[config.mk]
export PLATFORM = sky130hd
export DESIGN_NAME = mmio_io_ctrl
export DESIGN_NICKNAME = d
export VERILOG_FILES = /design/src/rtl/mmio_io_ctrl_pkg.sv /design/src/rtl/mmio_io_ctrl_sw_debounce.sv /design/src/rtl/mmio_io_ctrl.sv
export SDC_FILE = /design/constraint.sdc
export NUM_CORES = 1
export LEC_CHECK = 0
export BUFFER_PORTS_ARGS = -buffer_cell sky130_fd_sc_hd__buf_4
export CAP_MARGIN = 15
export CORE_ASPECT_RATIO = 0.7
export CORE_MARGIN = 4
export CORE_UTILIZATION = 57
export DETAILED_ROUTE_END_ITERATION = 8
export PLACE_DENSITY_LB_ADDON = 0.25
export SLEW_MARGIN = 20
export SYNTH_ARGS = -nofsm -noshare
export SYNTH_HDL_FRONTEND = slang
export SYNTH_SLANG_ARGS = --single-unit
[constraint.sdc]
create_clock -name clk -period 1.81 [get_ports clk]
set_input_delay 0.181 -clock clk [delete_from_list [all_inputs] [get_ports clk]]
set_output_delay 0.181 -clock clk [all_outputs]
set_load 0.01 [all_outputs]
[src/rtl/mmio_io_ctrl_pkg.sv]
// mmio_io_ctrl_pkg
//   Shared definitions for the memory-mapped I/O controller: bus command
//   encodings and the register addresses inside the 0x100-0x1FF I/O window.
package mmio_io_ctrl_pkg;

    // Bus command encodings. 2'b11 is not listed and decodes as no command.
    localparam logic [1:0] MNONE  = 2'b00;
    localparam logic [1:0] MWRITE = 2'b01;
    localparam logic [1:0] MREAD  = 2'b10;

    // Register map.
    localparam logic [8:0] ADDR_LED       = 9'h100;
    localparam logic [8:0] ADDR_SW_DATA   = 9'h140;
    localparam logic [8:0] ADDR_SW_STAT   = 9'h141;
    localparam logic [8:0] ADDR_TMR_COUNT = 9'h142;
    localparam logic [8:0] ADDR_TMR_CTRL  = 9'h143;

endpackage

[src/rtl/mmio_io_ctrl_sw_debounce.sv]
// sw_debounce
//   Two-flop synchroniser followed by an independent debounce counter per bit.
//   A bit of sw_db follows the synchronised input only after it has differed
//   for DEBOUNCE_CYCLES consecutive clocks; shorter glitches are dropped.
// Ports:
//   clk, reset    - clock, synchronous active-high reset
//   sw            - raw asynchronous inputs
//   sw_db         - debounced value
//   change_pulse  - high for the single cycle whose edge updates sw_db
module sw_debounce #(
    parameter int WIDTH           = 8,
    parameter int DEBOUNCE_CYCLES = 16
) (
    input  logic             clk,
    input  logic             reset,
    input  logic [WIDTH-1:0] sw,
    output logic [WIDTH-1:0] sw_db,
    output logic             change_pulse
);

    localparam int            CW       = $clog2(DEBOUNCE_CYCLES + 1);
    localparam logic [CW-1:0] CNT_LAST = CW'(DEBOUNCE_CYCLES - 1);

    logic [WIDTH-1:0] sync1;
    logic [WIDTH-1:0] sw_sync;
    logic [CW-1:0]    cnt [WIDTH];
    logic [WIDTH-1:0] accept;

    // A bit is accepted on its DEBOUNCE_CYCLES-th consecutive differing
    // cycle, i.e. while the counter already holds DEBOUNCE_CYCLES-1.
    always_comb begin
        accept = '0;
        for (int i = 0; i < WIDTH; i++) begin
            accept[i] = (sw_sync[i] != sw_db[i]) && (cnt[i] == CNT_LAST);
        end
    end

    // Combinational so the status flag in the parent sets on the same edge
    // that sw_db changes.
    assign change_pulse = |accept;

    always_ff @(posedge clk) begin
        if (reset) begin
            sync1   <= '0;
            sw_sync <= '0;
            sw_db   <= '0;
            for (int i = 0; i < WIDTH; i++) begin
                cnt[i] <= '0;
            end
        end else begin
            sync1   <= sw;
            sw_sync <= sync1;
            for (int i = 0; i < WIDTH; i++) begin
                if (accept[i]) begin
                    sw_db[i] <= sw_sync[i];
                    cnt[i]   <= '0;
                end else if (sw_sync[i] != sw_db[i]) begin
                    cnt[i] <= cnt[i] + CW'(1);
                end else begin
                    cnt[i] <= '0;
                end
            end
        end
    end

endmodule

[src/rtl/mmio_io_ctrl.sv]
// mmio_io_ctrl
//   Memory-mapped I/O controller beside the RAM on the CPU data bus. Owns the
//   LED register, the debounced switch port with a sticky change flag, and a
//   free-running prescaled 16-bit timer.
//   Bus protocol: there is no handshake. A READ is answered combinationally in
//   the same cycle (read_hit/read_data) with no side effects; a WRITE takes
//   effect at the posedge where it is presented. Both may be held safely.
// Ports:
//   clk, reset  - clock, synchronous active-high reset
//   mem_cmd     - 00 NONE, 01 WRITE, 10 READ, 11 NONE
//   mem_addr    - 9-bit bus address
//   write_data  - store data
//   SW          - raw slide switches
//   read_data   - register value for a mapped READ, else 0
//   read_hit    - mapped READ in progress (tri-state enable upstream)
//   led         - LED register
module mmio_io_ctrl
    import mmio_io_ctrl_pkg::*;
#(
    parameter int DEBOUNCE_CYCLES = 16,
    parameter int TICK_DIV        = 50000
) (
    input  logic        clk,
    input  logic        reset,
    input  logic [1:0]  mem_cmd,
    input  logic [8:0]  mem_addr,
    input  logic [15:0] write_data,
    input  logic [7:0]  SW,
    output logic [15:0] read_data,
    output logic        read_hit,
    output logic [7:0]  led
);

    localparam int            PW       = $clog2(TICK_DIV + 1);
    localparam logic [PW-1:0] PRE_LAST = PW'(TICK_DIV - 1);

    logic [7:0]    sw_db;
    logic          change_pulse;
    logic          changed;
    logic          enable;
    logic [15:0]   count;
    logic [PW-1:0] presc;

    logic wr_led;
    logic wr_stat;
    logic wr_ctrl;

    sw_debounce #(
        .WIDTH           (8),
        .DEBOUNCE_CYCLES (DEBOUNCE_CYCLES)
    ) u_sw_debounce (
        .clk          (clk),
        .reset        (reset),
        .sw           (SW),
        .sw_db        (sw_db),
        .change_pulse (change_pulse)
    );

    assign wr_led  = (mem_cmd == MWRITE) && (mem_addr == ADDR_LED);
    assign wr_stat = (mem_cmd == MWRITE) && (mem_addr == ADDR_SW_STAT);
    assign wr_ctrl = (mem_cmd == MWRITE) && (mem_addr == ADDR_TMR_CTRL);

    always_comb begin
        read_data = 16'h0000;
        read_hit  = 1'b0;
        if (mem_cmd == MREAD) begin
            case (mem_addr)
                ADDR_LED:       begin read_hit = 1'b1; read_data = {8'h00, led};      end
                ADDR_SW_DATA:   begin read_hit = 1'b1; read_data = {8'h00, sw_db};    end
                ADDR_SW_STAT:   begin read_hit = 1'b1; read_data = {15'b0, changed};  end
                ADDR_TMR_COUNT: begin read_hit = 1'b1; read_data = count;             end
                ADDR_TMR_CTRL:  begin read_hit = 1'b1; read_data = {15'b0, enable};   end
                default:        ;
            endcase
        end
    end

    always_ff @(posedge clk) begin
        if (reset) begin
            led     <= '0;
            changed <= 1'b0;
            enable  <= 1'b0;
            count   <= '0;
            presc   <= '0;
        end else begin
            if (wr_led) begin
                led <= write_data[7:0];
            end

            // A debounce completion outranks a same-cycle write-1-to-clear.
            if (change_pulse) begin
                changed <= 1'b1;
            end else if (wr_stat && write_data[0]) begin
                changed <= 1'b0;
            end

            if (wr_ctrl) begin
                enable <= write_data[0];
            end

            // Clear strobe outranks a tick; the timer advances on the current
            // enable, so a write that enables starts counting next cycle.
            if (wr_ctrl && write_data[1]) begin
                count <= '0;
                presc <= '0;
            end else if (enable) begin
                if (presc == PRE_LAST) begin
                    presc <= '0;
                    count <= count + 16'd1;
                end else begin
                    presc <= presc + PW'(1);
                end
            end
        end
    end

endmodule

### Yosys cells after proc, flatten, opt, wreduce, memory -nomap -nowiden

Memory sizes are Yosys's and may differ from the RTL's.
Cells that the tools add are included.

| word-level totals | value |
|---|---|
| bits of input ports | 37 |
| output and inout bits | 25 |
| register bits after elaboration | 66 |
| word-level logic and storage cells | 213 |
| memories | 1 |
| bits in writable memories | 40 |

Memory list:

| memory | depth | width | rd ports | clocked after Yosys merged registers in | write ports | line | RTL |
|---|---|---|---|---|---|---|---|
| u_sw_debounce.cnt | 8 | 5 | 8 | 0 | 8 | mmio_io_ctrl_sw_debounce.sv:26 | `logic [CW-1:0] cnt [WIDTH];` |

| operators by class | value |
|---|---|
| equal/unequal tests | 24 |
| $add $sub $neg | 10 |
| reduce and logical (&&, ||, !) cells | 18 |
| mux-type cells | 121 |
| bitwise logic cells | 24 |

Operators with widths:

| kind | number |
|---|---|
| $mux W5 | 24 |
| $mux W1 | 94 |
| $pmux W16 S5 | 1 |
| $eq A9 B9 Y1 const B | 5 |
| $add A5 B1 Y5 const B | 8 |
| $eq A5 B4 Y1 const B | 8 |
| $add A16 B1 Y16 const B | 2 |
| $mux W16 | 2 |
| $or A1 B1 Y1 | 24 |
| $eq A16 B16 Y1 const B | 1 |
| $logic_and A1 B1 Y1 | 13 |
| $ne A1 B1 Y1 | 8 |
| $reduce_or A8 Y1 | 1 |
| $reduce_or A5 Y1 | 1 |
| $eq A2 B1 Y1 const B | 1 |
| $eq A2 B2 Y1 const B | 1 |
| $reduce_and A2 Y1 | 1 |
| $reduce_bool A2 Y1 | 1 |
| $reduce_or A2 Y1 | 1 |

### Longest topological paths before layout

| depth | value |
|---|---|
| depth in word-level cells | 8 |
| gate-level depth with buffers | 7 |
| gate-level depth less buffers | 7 |

### By module

From an unflattened synthesis, not the netlist that was laid out.

| second synthesis, totals | value |
|---|---|
| cells, all modules | 509 |
| area total of the unflattened synthesis | 5106.1 µm² |

By module, submodules not included:

| module | cells an instance | instances | sequential area each (µm²) | area each (µm²) |
|---|---|---|---|---|
| sw_debounce | 233 | 1 | 1681.6 | 2731.4 |
| mmio_io_ctrl | 276 | 1 | 840.8 | 2374.8 |

### Worst setup path before layout

Ideal clock, no wire load.

| path | value |
|---|---|
| kind | register to register |
| start | register presc[10] |
| end | register count[15] |
| library setup time | 0.132 ns |
| cell stages (with the launch flop) | 6 |
| clock period less this slack | 1.668 ns |
| path buffers | 1 |
| path slack | 0.142 ns |
| data required time | 1.678 ns |
| arrival time | 1.535 ns |
| cell sequence | dfxtp_1 nor4_4 nand4_2 clkbuf_1 o41ai_1 a21oi_1 |

| on the way | value |
|---|---|
| word-level cells in the longest chain between the ends | 2 |

RTL lines:

| element | line | RTL |
|---|---|---|
| from (decl) | mmio_io_ctrl.sv:42 | `logic [PW-1:0] presc;` |
| from (signal assigned) | mmio_io_ctrl.sv:111 | `presc <= presc + PW'(1);` |
| $eq A16 B16 Y1 | mmio_io_ctrl.sv:107 | `if (presc == PRE_LAST) begin` |
| $reduce_and A2 Y1 (no source line) | -- |  |
| to (signal assigned) | mmio_io_ctrl.sv:109 | `count <= count + 16'd1;` |
| to (decl) | mmio_io_ctrl.sv:41 | `logic [15:0] count;` |

Every way passes these cells.
A chain may end at the register's enable or synchronous reset.

### Worst setup path in the final report

| path | value |
|---|---|
| start | register presc[5] |
| end | register count[6] |

The elaborated chain is that of the path after synthesis.

==> impl_metrics.json <==
{
  "status": "finished, violations left",
  "violations": "negative setup slack",
  "fmax_mhz": 551.5,
  "place_area_sq_um": 6015,
  "final.setup.worst_slack_ps": -3.191,
  "grt.overflow.total": 0,
  "root_buffer": "clkbuf_16",
  "power.leakage_uw": 0.002590,
  "gp_congestion": 0.8437,
  "clock-sinks": 106,
  "diodes": 0,
  "die_w_um": 120.4,
  "startpoint_type": "flip-flop",
  "netlist_area_sq_um": 5044,
  "rsz0062_at_grt": "yes",
  "clkLatencyLatePin_ps": 350,
  "clk_pin_slew_ps": 70,
  "tns_ps": -3.191,
  "grt_max_degree": 44,
  "drt_iter0_drc": 299,
  "synth_cell_types": 43,
  "cp.required_ps": 2100,
  "final_cell_mix": "106 x buf_4, 72 x nor2_1, 60 x dfxtp_1, 40 x edfxtp_1, 40 x conb_1",
  "syn_inst": 517,
  "finalClockSkew_ps": 5.326,
  "yosysWarnings": 0,
  "ir_drop_mv": 0.6643,
  "grt_pass1_vias": 4074,
  "dieHeight_um": 86.70,
  "end_kind": "flip-flop",
  "area_growth_pct": 32.97,
  "synth_top_area_frac": 0.2620,
  "nets": 715,
  "start_util": 0.5900,
  "place_ws_ps": -139.9,
  "rows": 28,
  "routedWlPerCell_um": 15.33,
  "period_share": 1.002,
  "syn_avg_cell_area_sq_um": 9.755,
  "cts_buffer_depth": 2,
  "synth_edf_count": 40,
  "power.density_nw_per_um2": 729.5,
  "htreeDepth": 3,
  "drc": 0,
  "ios": 62,
  "hold_path_class": "in2reg",
  "wl_mm": 12.04,
  "drive_above_1_share": 0.2737,
  "slew_viol_final": 0,
  "hold_buffers": 0,
  "cp_data_arrival_time_ps": 2100,
  "final_common_cell": "buf_4",
  "first_pass_iters": 5,
  "cp_max_fo": 5,
  "cts_inserted_buffers": 9,
  "cp-startpoint": "presc[5]",
  "nFillCells": 589,
  "synth_seq_cells": 106,
  "cts_tree": "built",
  "hold_viol_final": 0,
  "final_util": 0.7845,
  "core_sq_um": 8548,
  "grt_pass1_wl_mm": 19.14,
  "vias": 4230,
  "yosysSeqAreaShare": 0.5001,
  "min_from": "SW[2]",
  "fin_crit_ps": 1813,
  "viasPerCell": 5.389,
  "fin_area_sq_um": 6706,
  "grt_antenna_before_repair": 0,
  "yosysTopAreaCell": "dfxtp_1",
  "hpwl_mm": 8.117,
  "setup_viol": 1,
  "port_buffers": 53,
  "drv_cap": 0,
  "crit_type": "reg2reg",
  "synth_flop_cell": "dfxtp_1",
  "postRouteAntennaNets": 0,
  "whs_ps": 34.23,
  "grtUsageTotal": 0.2301,
  "synth.area.top_cells": "dfxtp_1 26%, edfxtp_1 24%, nor2_1 5.5%",
  "r2r-start": "presc[5]",
  "die_area_sq_um": 10440,
  "async_flop_share": 0
}
==> cell usage after synthesis, types with 17 or more instances <==
master	number
nand4_1	20
mux2i_1	18
xnor2_1	24
ha_1	18
nand2_1	18
dfxtp_1	66
nor2_1	74
nor2b_1	17
a21oi_1	30
or3_1	21
edfxtp_1	40
inv_1	30
nand3_1	18
==> timing repair <==
| item | 4_1_cts | 5_1_grt |
|---|---|---|
| pin swaps | 2 | 18 |
| setup buffers | 3 | 12 |
| resized for setup | 7 | 52 |
| endpoints found under the hold margin | 0 | 0 |
| setup endpoints to repair | 18 | 58 |
| gates cloned | 0 | 1 |
==> layout make-up <==
cell class / count / area [sq um] / area share
clock buffer: 11 / 264.0 / 0.03937
timing repair buffer: 110 / 880.8 / 0.1313
tap: 120 / 150.1 / 0.02239
multi-input combinational: 403 / 2708 / 0.4037
sequential: 106 / 2532 / 0.3776
inverter: 30 / 112.6 / 0.01679
clock inverter: 5 / 58.81 / 0.008769
==> logic make-up after synthesis <==
kind of cell	after synthesis	synth area share
adder cells (fa/ha/maj)	18	0.04465
AO/OA/AOI/OAI	65	0.07740
other	1	0.0007435
AND/OR/NAND/NOR	227	0.2446
buffers and inverters	47	0.03597
XOR/XNOR	35	0.06078
flip-flops	106	0.5001
multiplexers	18	0.03572
==> state kept, by name (all words and copies together), names as in the netlist <==
name and cells:
u_sw_debounce.sw_sync 8, u_sw_debounce.cnt 40, u_sw_debounce.sw_db 8, led 8
u_sw_debounce.sync1 8, count 16, enable 1, changed 1
presc 16
==> critical path, stage by stage, from the launching register on <==
cell and delay (ps):
dfxtp_1 310, and4bb_2 340, buf_4 130, nand4_1 180
buf_4 220, or4_1 430, a21oi_2 150
==> power by group <==
part	internal, uW	switching (uW)	total (uW)	leakage, uW
combinational	122	135	257	0.00148
clock	1200	879	2080	0.000155
sequential	2530	32.4	2560	0.000951
==> layer usage <==
layer / GRT usage / vias up / share of wire
met5: 0 / - / 0
met4: 0.08642 / 0 / 0.011
met3: 0.05936 / 10 / 0.053
met2: 0.3690 / 112 / 0.49
met1: 0.3033 / 2012 / 0.44
li1: - / 2096 / -
==> per-stage QoR <==
| step | power (uW) | std cells |
|---|---|---|
| 2_1_floorplan | 2734 | 556 |
| 3_3_place_gp | 2824 | 753 |
| 3_5_place_dp | 2837 | 753 |
| 4_1_cts | 4897 | 772 |
| 5_1_grt | 5070 | 785 |
| 6_report | 4892 | 785 |
==> worst paths after layout <==
path | slack (ps) | to | depth (start not counted)
setup / recovery | -3 | count[6] | 6
hold / removal | 30 | u_sw_debounce.sync1[2] | 2
setup reg to reg | -3 | count[6] | 6
hold reg to reg | 440 | u_sw_debounce.sw_sync[4] | 1
(Power assumes the default switching activity.)
